## config.mk

```make
export PLATFORM = sky130hd
export DESIGN_NAME = instr_sequencer_flat
export DESIGN_NICKNAME = d
export VERILOG_FILES = /design/src/rtl/instr_sequencer_pkg.sv /design/src/rtl/instr_sequencer_if.sv /design/src/rtl/instr_sequencer_mem_wait_timer.sv /design/src/rtl/instr_sequencer.sv /design/src/flat_wrapper.sv
export SDC_FILE = /design/constraint.sdc
export NUM_CORES = 1
export LEC_CHECK = 0
export BUFFER_PORTS_ARGS = -buffer_cell sky130_fd_sc_hd__buf_2
export CORE_MARGIN = 5
export CORE_UTILIZATION = 50
export CTS_CLUSTER_SIZE = 24
export DETAILED_ROUTE_END_ITERATION = 10
export GPL_ROUTABILITY_DRIVEN = 1
export HOLD_SLACK_MARGIN = 0.08
export MAX_ROUTING_LAYER = met4
export PLACE_DENSITY = 0.75
export SLEW_MARGIN = 20
export SYNTH_ARGS = -nofsm -noshare
export SYNTH_HDL_FRONTEND = slang
export SYNTH_SLANG_ARGS = --single-unit
```

## constraint.sdc

```tcl
create_clock -name clk -period 2.7 [get_ports clk]
set_input_delay 0.27 -clock clk [delete_from_list [all_inputs] [get_ports clk]]
set_output_delay 0.27 -clock clk [all_outputs]
set_load 0.03 [all_outputs]
```

## src/rtl/instr_sequencer_pkg.sv

```systemverilog
// Shared definitions for the instruction sequencer: FSM state encoding,
// instruction word field positions, ALU opcode constants and a helper.
package instr_sequencer_pkg;

    typedef enum logic [2:0] {
        S_IDLE   = 3'd0,
        S_FETCH  = 3'd1,
        S_DECODE = 3'd2,
        S_EXEC   = 3'd3,
        S_MEM    = 3'd4,
        S_WB     = 3'd5,
        S_HALT   = 3'd6
    } state_t;

    // Instruction word layout: [11] type (0 ALU, 1 RAM), [10] rw, [10:8] opcode, [7:0] imm
    localparam int INSTR_W  = 12;
    localparam int TYPE_BIT = 11;
    localparam int RW_BIT   = 10;
    localparam int OPC_MSB  = 10;
    localparam int OPC_LSB  = 8;
    localparam int IMM_MSB  = 7;
    localparam int IMM_LSB  = 0;

    localparam logic [2:0] OP_ADD = 3'b000;
    localparam logic [2:0] OP_SUB = 3'b001;
    localparam logic [2:0] OP_AND = 3'b010;
    localparam logic [2:0] OP_OR  = 3'b011;
    localparam logic [2:0] OP_XOR = 3'b100;
    localparam logic [2:0] OP_SHL = 3'b101;
    localparam logic [2:0] OP_SHR = 3'b110;
    localparam logic [2:0] OP_NOT = 3'b111;

    // Saturating 8-bit increment used for the retired-instruction counter
    function automatic logic [7:0] sat_inc8(input logic [7:0] v);
        return (v == 8'hFF) ? v : v + 8'd1;
    endfunction

endpackage

```

## src/rtl/instr_sequencer_if.sv

```systemverilog
// ROM fetch, ALU operand and RAM handshake bus of the instruction sequencer.
interface instr_sequencer_if #(
    parameter int PC_W = 2
);
    logic [PC_W-1:0] rom_addr;
    logic [11:0]     instr;
    logic [2:0]      opcode;
    logic [7:0]      imm;
    logic            acc_we;
    logic            ram_req;
    logic            ram_we;
    logic            ram_ack;

    modport master (
        output rom_addr, opcode, imm, acc_we, ram_req, ram_we,
        input  instr, ram_ack
    );

    modport slave (
        input  rom_addr, opcode, imm, acc_we, ram_req, ram_we,
        output instr, ram_ack
    );
endinterface

```

## src/rtl/instr_sequencer_mem_wait_timer.sv

```systemverilog
// Wait-cycle counter for the MEM state: cleared on load, advanced while
// counting, and flags expiry in the TIMEOUT-th counted cycle.
module mem_wait_timer #(
    parameter int TIMEOUT = 15
) (
    input  logic clk,
    input  logic rst_n,
    input  logic load,
    input  logic count,
    output logic expire
);
    localparam int CNT_W = $clog2(TIMEOUT + 1);

    logic [CNT_W-1:0] cnt_q;

    assign expire = (cnt_q == CNT_W'(TIMEOUT - 1));

    // Counter register: load clears, count advances until expiry
    always_ff @(posedge clk) begin
        if (!rst_n) begin
            cnt_q <= '0;
        end else if (load) begin
            cnt_q <= '0;
        end else if (count && !expire) begin
            cnt_q <= cnt_q + {{(CNT_W-1){1'b0}}, 1'b1};
        end else begin
            cnt_q <= cnt_q;
        end
    end
endmodule

```

## src/rtl/instr_sequencer.sv

```systemverilog
// Instruction sequencer top: fetch/decode/execute/memory/write-back FSM.
// Optional build macro SINGLE_STEP_EN adds a step input that gates FETCH.
module instr_sequencer
    import instr_sequencer_pkg::*;
#(
    parameter int PC_W        = 2,
    parameter int PROG_LEN    = 4,
    parameter int MEM_TIMEOUT = 15
) (
    input  logic                clk,
    input  logic                rst_n,
    input  logic                start,
    input  logic                loop,
    input  logic                halt_req,
`ifdef SINGLE_STEP_EN
    input  logic                step,
`endif
    instr_sequencer_if.master   bus,
    output logic                busy,
    output logic                done,
    output logic                err,
    output logic [7:0]          retired
);
    state_t             state_q, state_d;
    logic [PC_W-1:0]    pc_q, pc_d;
    logic [11:0]        ir_q, ir_d;
    logic [2:0]         opcode_q, opcode_d;
    logic [7:0]         imm_q, imm_d;
    logic               type_q, type_d;
    logic               rw_q, rw_d;
    logic               acc_we_q, acc_we_d;
    logic               ram_req_q, ram_req_d;
    logic               ram_we_q, ram_we_d;
    logic               busy_q, busy_d;
    logic               done_q, done_d;
    logic               err_q, err_d;
    logic [7:0]         retired_q, retired_d;

    logic               timer_load_s;
    logic               timer_count_s;
    logic               timer_expire_s;
    logic               fetch_go_s;
    logic               last_instr_s;

`ifdef SINGLE_STEP_EN
    assign fetch_go_s = step;
`else
    assign fetch_go_s = 1'b1;
`endif

    assign last_instr_s = (pc_q == PC_W'(PROG_LEN - 1));

    mem_wait_timer #(
        .TIMEOUT (MEM_TIMEOUT)
    ) u_timer (
        .clk    (clk),
        .rst_n  (rst_n),
        .load   (timer_load_s),
        .count  (timer_count_s),
        .expire (timer_expire_s)
    );

    // Next-state and next-output logic; WB-related outputs are loaded on WB entry
    always_comb begin
        state_d       = state_q;
        pc_d          = pc_q;
        ir_d          = ir_q;
        opcode_d      = opcode_q;
        imm_d         = imm_q;
        type_d        = type_q;
        rw_d          = rw_q;
        acc_we_d      = 1'b0;
        ram_req_d     = ram_req_q;
        ram_we_d      = ram_we_q;
        done_d        = 1'b0;
        err_d         = err_q;
        retired_d     = retired_q;
        timer_load_s  = 1'b0;
        timer_count_s = 1'b0;

        case (state_q)
            S_IDLE: begin
                if (start) begin
                    state_d = S_FETCH;
                    pc_d    = '0;
                end else begin
                    state_d = S_IDLE;
                end
            end
            S_FETCH: begin
                if (fetch_go_s) begin
                    state_d = S_DECODE;
                    ir_d    = bus.instr;
                end else begin
                    state_d = S_FETCH;
                end
            end
            S_DECODE: begin
                opcode_d = ir_q[OPC_MSB:OPC_LSB];
                imm_d    = ir_q[IMM_MSB:IMM_LSB];
                type_d   = ir_q[TYPE_BIT];
                rw_d     = ir_q[RW_BIT];
                state_d  = S_EXEC;
            end
            S_EXEC: begin
                if (type_q) begin
                    state_d      = S_MEM;
                    ram_req_d    = 1'b1;
                    ram_we_d     = rw_q;
                    timer_load_s = 1'b1;
                end else begin
                    state_d   = S_WB;
                    acc_we_d  = 1'b1;
                    done_d    = last_instr_s;
                    retired_d = sat_inc8(retired_q);
                end
            end
            S_MEM: begin
                timer_count_s = 1'b1;
                if (bus.ram_ack) begin
                    state_d   = S_WB;
                    ram_req_d = 1'b0;
                    ram_we_d  = 1'b0;
                    done_d    = last_instr_s;
                    retired_d = sat_inc8(retired_q);
                end else if (timer_expire_s) begin
                    state_d   = S_HALT;
                    ram_req_d = 1'b0;
                    ram_we_d  = 1'b0;
                    err_d     = 1'b1;
                end else begin
                    state_d   = S_MEM;
                end
            end
            S_WB: begin
                if (last_instr_s) begin
                    pc_d    = '0;
                    state_d = (loop && !halt_req) ? S_FETCH : S_IDLE;
                end else begin
                    pc_d    = pc_q + {{(PC_W-1){1'b0}}, 1'b1};
                    state_d = halt_req ? S_IDLE : S_FETCH;
                end
            end
            S_HALT: begin
                state_d = S_HALT;
                err_d   = 1'b1;
            end
            default: begin
                state_d = S_IDLE;
            end
        endcase

        busy_d = (state_d != S_IDLE) && (state_d != S_HALT);
    end

    // State and output registers with synchronous active-low reset
    always_ff @(posedge clk) begin
        if (!rst_n) begin
            state_q   <= S_IDLE;
            pc_q      <= '0;
            ir_q      <= 12'h000;
            opcode_q  <= 3'b000;
            imm_q     <= 8'h00;
            type_q    <= 1'b0;
            rw_q      <= 1'b0;
            acc_we_q  <= 1'b0;
            ram_req_q <= 1'b0;
            ram_we_q  <= 1'b0;
            busy_q    <= 1'b0;
            done_q    <= 1'b0;
            err_q     <= 1'b0;
            retired_q <= 8'h00;
        end else begin
            state_q   <= state_d;
            pc_q      <= pc_d;
            ir_q      <= ir_d;
            opcode_q  <= opcode_d;
            imm_q     <= imm_d;
            type_q    <= type_d;
            rw_q      <= rw_d;
            acc_we_q  <= acc_we_d;
            ram_req_q <= ram_req_d;
            ram_we_q  <= ram_we_d;
            busy_q    <= busy_d;
            done_q    <= done_d;
            err_q     <= err_d;
            retired_q <= retired_d;
        end
    end

    assign bus.rom_addr = pc_q;
    assign bus.opcode   = opcode_q;
    assign bus.imm      = imm_q;
    assign bus.acc_we   = acc_we_q;
    assign bus.ram_req  = ram_req_q;
    assign bus.ram_we   = ram_we_q;
    assign busy         = busy_q;
    assign done         = done_q;
    assign err          = err_q;
    assign retired      = retired_q;
endmodule

```

## src/flat_wrapper.sv

```systemverilog
// flat-port wrapper written by rule: the top's interface ports become plain ports
module instr_sequencer_flat import instr_sequencer_pkg::*;
#(
    parameter int PC_W        = 2,
    parameter int PROG_LEN    = 4,
    parameter int MEM_TIMEOUT = 15
)
  (clk, rst_n, start, loop, halt_req, busy, done, err, retired, bus_rom_addr, bus_opcode, bus_imm, bus_acc_we, bus_ram_req, bus_ram_we, bus_instr, bus_ram_ack);
  instr_sequencer_if #(.PC_W(PC_W)) bus_i ();
  input  logic clk;
  input  logic rst_n;
  input  logic start;
  input  logic loop;
  input  logic halt_req;
  output logic busy;
  output logic done;
  output logic err;
  output logic [7:0] retired;
  output wire logic [$bits(bus_i.rom_addr)-1:0] bus_rom_addr;
  output wire logic [$bits(bus_i.opcode)-1:0] bus_opcode;
  output wire logic [$bits(bus_i.imm)-1:0] bus_imm;
  output wire logic [$bits(bus_i.acc_we)-1:0] bus_acc_we;
  output wire logic [$bits(bus_i.ram_req)-1:0] bus_ram_req;
  output wire logic [$bits(bus_i.ram_we)-1:0] bus_ram_we;
  input wire logic [$bits(bus_i.instr)-1:0] bus_instr;
  input wire logic [$bits(bus_i.ram_ack)-1:0] bus_ram_ack;
  assign bus_rom_addr = bus_i.rom_addr;
  assign bus_opcode = bus_i.opcode;
  assign bus_imm = bus_i.imm;
  assign bus_acc_we = bus_i.acc_we;
  assign bus_ram_req = bus_i.ram_req;
  assign bus_ram_we = bus_i.ram_we;
  assign bus_i.instr = bus_instr;
  assign bus_i.ram_ack = bus_ram_ack;
  instr_sequencer #(.PC_W(PC_W), .PROG_LEN(PROG_LEN), .MEM_TIMEOUT(MEM_TIMEOUT)) u_core (.clk(clk), .rst_n(rst_n), .start(start), .loop(loop), .halt_req(halt_req), .bus(bus_i), .busy(busy), .done(done), .err(err), .retired(retired));
endmodule
```

==> results of run 1 <==
==> worst register-to-register path, delay by kind of cell, from the launching register on <==
| family | cells | cell delay (ns) |
|---|---|---|
| AO/OA/AOI/OAI | 1 | 0.28 |
| AND/OR/NAND/NOR | 2 | 0.82 |
| flip-flops | 1 | 0.62 |
| multiplexers | 1 | 0.14 |
==> power by group <==
| group | leakage [nW] | internal, mW | total, mW | switching, mW |
|---|---|---|---|---|
| clock | 0.0654 | 0.370 | 0.601 | 0.231 |
| combinational | 0.499 | 0.0504 | 0.144 | 0.0936 |
| sequential | 0.381 | 0.720 | 0.748 | 0.0279 |
| total | 0.945 | 1.14 | 1.49 | 0.352 |
==> placed cells by master (no fill, tap or decap), drive strengths merged, types with 3 or more instances in the layout <==
master / n
a21oi: 34
buf: 44
clkbuf: 6
dfxtp: 47
ha: 4
inv: 6
mux2i: 4
nand2: 68
nand2b: 4
nand3: 6
nor2: 11
nor2b: 3
o21ai: 7
==> state kept, by name (all words and copies together) (netlist names) <==
register              flops
u_core.bus.acc_we         1
u_core.bus.imm            8
u_core.bus.opcode         3
u_core.bus.ram_req        1
u_core.bus.ram_we         1
u_core.bus.rom_addr       2
u_core.busy               1
u_core.done               1
u_core.err                1
u_core.ir_q              12
u_core.retired            8
u_core.state_q            3
u_core.type_q             1
u_core.u_timer.cnt_q      4
==> layout make-up <==
type	count	area, um2
sequential	47	941
multi-input combinational	174	935
timing repair buffer	44	220
clock inverter	2	60.1
clock buffer	6	72.6
inverter	6	22.5
fill	363	1410
tap	48	60.1
==> kinds of logic after synthesis <==
kind of cell,after synthesis,share of synthesized area
buffers and inverters,19,0.0385
xor gates and xnor gates,2,0.00898
DFF,47,0.482
and+or+nand+nor,106,0.246
adders and majority gates,4,0.0257
muxes,4,0.0205
AOI/OAI and AO/OA,58,0.178
==> metal layers <==
| metal | up-vias | routed length (um) | track usage |
|---|---|---|---|
| li1 | 893 | - | - |
| met1 | 764 | 1990 | 0.223 |
| met2 | 27 | 2010 | 0.280 |
| met3 | 5 | 139 | 0.0457 |
| met4 | 0 | 40 | 0.0471 |
| met5 | - | 0 | - |
==> through the flow <==
stage | setup slack (ns) | utilization | cells | instance area, um2 | hold WS (ns)
floorplan | 1.13 | - | 240 | 1950 | 0.406
global placement | 0.853 | 0.586 | 319 | 2180 | 0.439
detailed placement | 0.807 | 0.586 | 319 | 2180 | 0.442
CTS | 0.765 | 0.622 | 327 | 2310 | 0.202
global route | 0.646 | 0.622 | 327 | 2310 | 0.207
finish | 0.751 | 0.622 | 327 | 2310 | 0.200
==> how the worst min path moves through the flow <==
| stage | from | endpoint | cells after the start |
|---|---|---|---|
| after floorplan | bus_instr[0] | u_core.ir_q[0] | 2 |
| after global placement | u_core.ir_q[8] | u_core.bus.opcode[0] | 2 |
| after detailed placement | u_core.ir_q[0] | u_core.bus.imm[0] | 2 |
| after CTS | bus_instr[8] | u_core.ir_q[8] | 3 |
| after global routing | bus_instr[3] | u_core.ir_q[3] | 3 |
| final | bus_instr[4] | u_core.ir_q[4] | 3 |
==> results.json, run 1 <==
{
  "outcome": "complete, no violations",
  "grtUsageTotal": 0.176,
  "start_kind": "flip-flop",
  "drt-initial-drc-count": 101,
  "postCtsSetupBuffers": 0,
  "grt_pass1_vias": 1607,
  "die-area_um2": 5250,
  "wl_um": 4180,
  "critPathCaptureType": "flip-flop",
  "synth-edff-count": 0,
  "critical_path.max_fanout": 16,
  "drive_above_1_share": 0.190,
  "gp_congestion": 0.773,
  "worstSetupStartpoint": "u_core.state_q[0]",
  "tritoncts": "built",
  "pwr_density_cell_nw_per_um2": 646,
  "wl_per_cell_um": 12.8,
  "crit_end": "u_core.retired[7]",
  "cts_max_level": 2,
  "finalSetupViolCount": 0,
  "synthDistinctLibCells": 39,
  "synth.most_common_cell": "nand2_1",
  "core_area_um2": 3720,
  "fin_crit_sh": 0.722,
  "r2r-start": "u_core.state_q[0]",
  "synthArstFlopShare": 0,
  "clockBufferDepth": 2,
  "fin_crit_ns": 1.95,
  "syn_area_per_cell_um2": 8.13,
  "diodes": 0,
  "antenna_left": 0,
  "total_power_mw": 1.49,
  "p_leak_nw": 0.945,
  "ys_seq_elements": 47,
  "dr.pass1.iters": 4,
  "finish.net_count": 300,
  "vias": 1689,
  "max_cap_violations": 0,
  "r2r_slack_ns": 0.75,
  "worst_slew_pin_slew_ns": 0.926,
  "synth_warnings": 0,
  "cts_root_buf": "clkbuf_8",
  "synthTopCellsByArea": "dfxtp_1 48%, nand2_1 13%, a21oi_1 8.7%",
  "die_x_um": 72.5,
  "finalClockSkew_ns": 0.00439,
  "synthTopCellsByCount": "68 x nand2_1, 47 x dfxtp_1, 34 x a21oi_1, 12 x clkbuf_1, 11 x nor2_1",
  "synth_ff_type": "dfxtp_1",
  "cp.required_ns": 2.89,
  "synth_cells": 240,
  "antenna_found_initial": 0,
  "dieHeight_um": 72.5,
  "peakVddDrop_v": 0.000330,
  "critPathTopFamily": "simple AND/OR/NAND/NOR gates",
  "clk_pin_slew_ns": 0.08,
  "rr_endpoint": "u_core.retired[7]",
  "arrival_ns": 2.14,
  "hold_viol_final": 0,
  "rsz0062_at_grt": "false",
  "slowest_stage": "dfxtp_1",
  "ctsResizeCount": 0,
  "grt_max_degree": 33,
  "path_buf_inv": 0,
  "syn2layout_area_growth_pct": 18.5,
  "worst-path-stages": 4,
  "cts.sinks": 47,
  "hp-class": "input pin to flip-flop",
  "fin_setup_tns_ns": 0,
  "fmax_mhz": 513,
  "cts_buffers": 5,
  "syn_nets": 262,
  "critPathKind": "flip-flop to flip-flop",
  "slowest_delay_ns": 0.62,
  "grt_pass1_wl_um": 7240,
  "ctsHoldBuffers": 0,
  "rows": 22,
  "ios": 45,
  "synth_area_um2": 1950,
  "io_buffers": 44,
  "place_hpwl_um": 2860,
  "maxSlewViolCount": 0,
  "overflow": 0,
  "remaining_drc_errors": 0,
  "ff2ff_path_depth": 4,
  "synth_seq_area_share": 0.482,
  "viasPerCell": 5.17,
  "synth_area_leader_cell": "dfxtp_1",
  "synth_top_area_share": 0.482,
  "insertion_delay_ns": 0.30,
  "cp_cell_sequence": "and4bb_1 -> o2111a_1 -> or4b_1 -> mux2i_1",
  "slew_headroom": 0.382,
  "initial_utilization": 0.525
}
Note: power is estimated with default switching activity, not from simulation.
==> run 2: changes to the inputs <==
==> constraint.sdc (replaced) <==
create_clock -name clk -period 1.8 [get_ports clk]
set_input_delay 0.18 -clock clk [delete_from_list [all_inputs] [get_ports clk]]
set_output_delay 0.18 -clock clk [all_outputs]
set_load 0.03 [all_outputs]
==> results.json, run 2 (synthesis results as in run 1) <==
{
  "fin_setup_tns_ns": 0,
  "io_buffers": 44,
  "clockBufferDepth": 2,
  "fin_crit_sh": 0.945,
  "cts_max_level": 2,
  "initial_utilization": 0.525,
  "p_leak_nw": 0.962,
  "die-area_um2": 5250,
  "maxSlewViolCount": 0,
  "dr.pass1.iters": 5,
  "diodes": 0,
  "arrival_ns": 1.90,
  "insertion_delay_ns": 0.30,
  "grt_pass1_vias": 1661,
  "largest-register": "u_core.ir_q",
  "final_common_cell": "nand2_1",
  "slew_headroom": 0.666,
  "cp.required_ns": 2.00,
  "final_cell_mix": "68 x nand2_1, 47 x dfxtp_1, 44 x buf_2, 34 x a21oi_1, 11 x nor2_1",
  "remaining_drc_errors": 0,
  "cp_cell_sequence": "and4bb_1 -> o2111a_1 -> or4b_1 -> mux2i_1",
  "outcome": "complete, no violations",
  "r2r_slack_ns": 0.1,
  "tritoncts": "built",
  "vias": 1737,
  "critPathKind": "flip-flop to flip-flop",
  "grt_max_degree": 20,
  "ctsResizeCount": 0,
  "viasPerCell": 5.23,
  "finalClockSkew_ns": 0.00183,
  "fin_crit_ns": 1.70,
  "start_kind": "flip-flop",
  "place_hpwl_um": 3090,
  "cts_buffers": 5,
  "critical_path.max_fanout": 7,
  "largest_register_ffs": 12,
  "rows": 22,
  "critPathCaptureType": "flip-flop",
  "pwr_density_cell_nw_per_um2": 906,
  "antenna_found_initial": 0,
  "total_power_mw": 2.11,
  "fmax_mhz": 588,
  "max_cap_violations": 0,
  "cts.sinks": 47,
  "cts_root_buf": "clkbuf_8",
  "wl_um": 4300,
  "critPathTopFamily": "simple AND/OR/NAND/NOR gates",
  "worst_slew_pin_slew_ns": 0.501,
  "ctsHoldBuffers": 0,
  "finish.net_count": 306,
  "drive_above_1_share": 0.204,
  "slowest_delay_ns": 0.47,
  "peakVddDrop_v": 0.000614,
  "dieHeight_um": 72.5,
  "core_area_um2": 3720,
  "syn2layout_area_growth_pct": 19.2,
  "path_buf_inv": 0,
  "rsz0062_at_grt": "false",
  "hold_viol_final": 0,
  "nFillCells": 361,
  "ios": 45,
  "hp-class": "input pin to flip-flop",
  "grt_pass1_wl_um": 7090,
  "drt-initial-drc-count": 102,
  "slowest_stage": "or4b_1",
  "postCtsSetupBuffers": 0,
  "wl_per_cell_um": 12.9,
  "clk_pin_slew_ns": 0.08,
  "die_x_um": 72.5,
  "gp_congestion": 0.816,
  "grtUsageTotal": 0.175,
  "antenna_left": 0,
  "finalSetupViolCount": 0,
  "overflow": 0
}
-- run 2: tightest hold or removal path, cell delays in order --
cell     delay, ns
buf_2         0.09
nand2_1       0.04
a21oi_1       0.05
-- run 2: path summary, 6_finish.rpt --
path	start	endpoint	cells after the start
min reg2reg	u_core.bus.imm[1]	u_core.bus.imm[1]	2
max	u_core.state_q[2]	u_core.retired[7]	4
min	bus_instr[2]	u_core.ir_q[2]	3
max reg2reg	u_core.state_q[2]	u_core.retired[7]	4
-- run 2: per-stage QoR --
stage / cells / hold WS [ns] / util / cell area (um2) / worst slack [ns]
global placement: 325 / 0.422 / 0.598 / 2220 / 0.156
CTS: 332 / 0.109 / 0.626 / 2330 / 0.103
detailed placement: 325 / 0.426 / 0.598 / 2220 / 0.135
finish: 332 / 0.107 / 0.626 / 2330 / 0.0992
global route: 332 / 0.112 / 0.626 / 2330 / 0.0228
floorplan: 240 / 0.316 / - / 1950 / 0.227
-- run 2: power by group --
part	switching (mW)	internal (mW)
Clock	0.339	0.407
Sequential	0.0264	1.08
Combinational	0.165	0.0890
-- run 2: metal layers --
layer,global-route usage,vias up,wire length [um]
met2,0.281,30,2040
met1,0.210,791,2000
met4,0.0779,0,112
li1,-,904,-
met5,-,-,0
met3,0.0388,12,154
-- run 2: final cells by class --
cell class                      instances  area [um2]  area share
Clock buffer                            6        72.6      0.0312
Sequential cell                        47         941       0.405
Clock inverter                          1        30.0      0.0129
Timing Repair Buffer                   50         265       0.114
Inverter                                6        22.5     0.00968
Tap cell                               48        60.1      0.0258
Multi-Input combinational cell        174         935       0.402
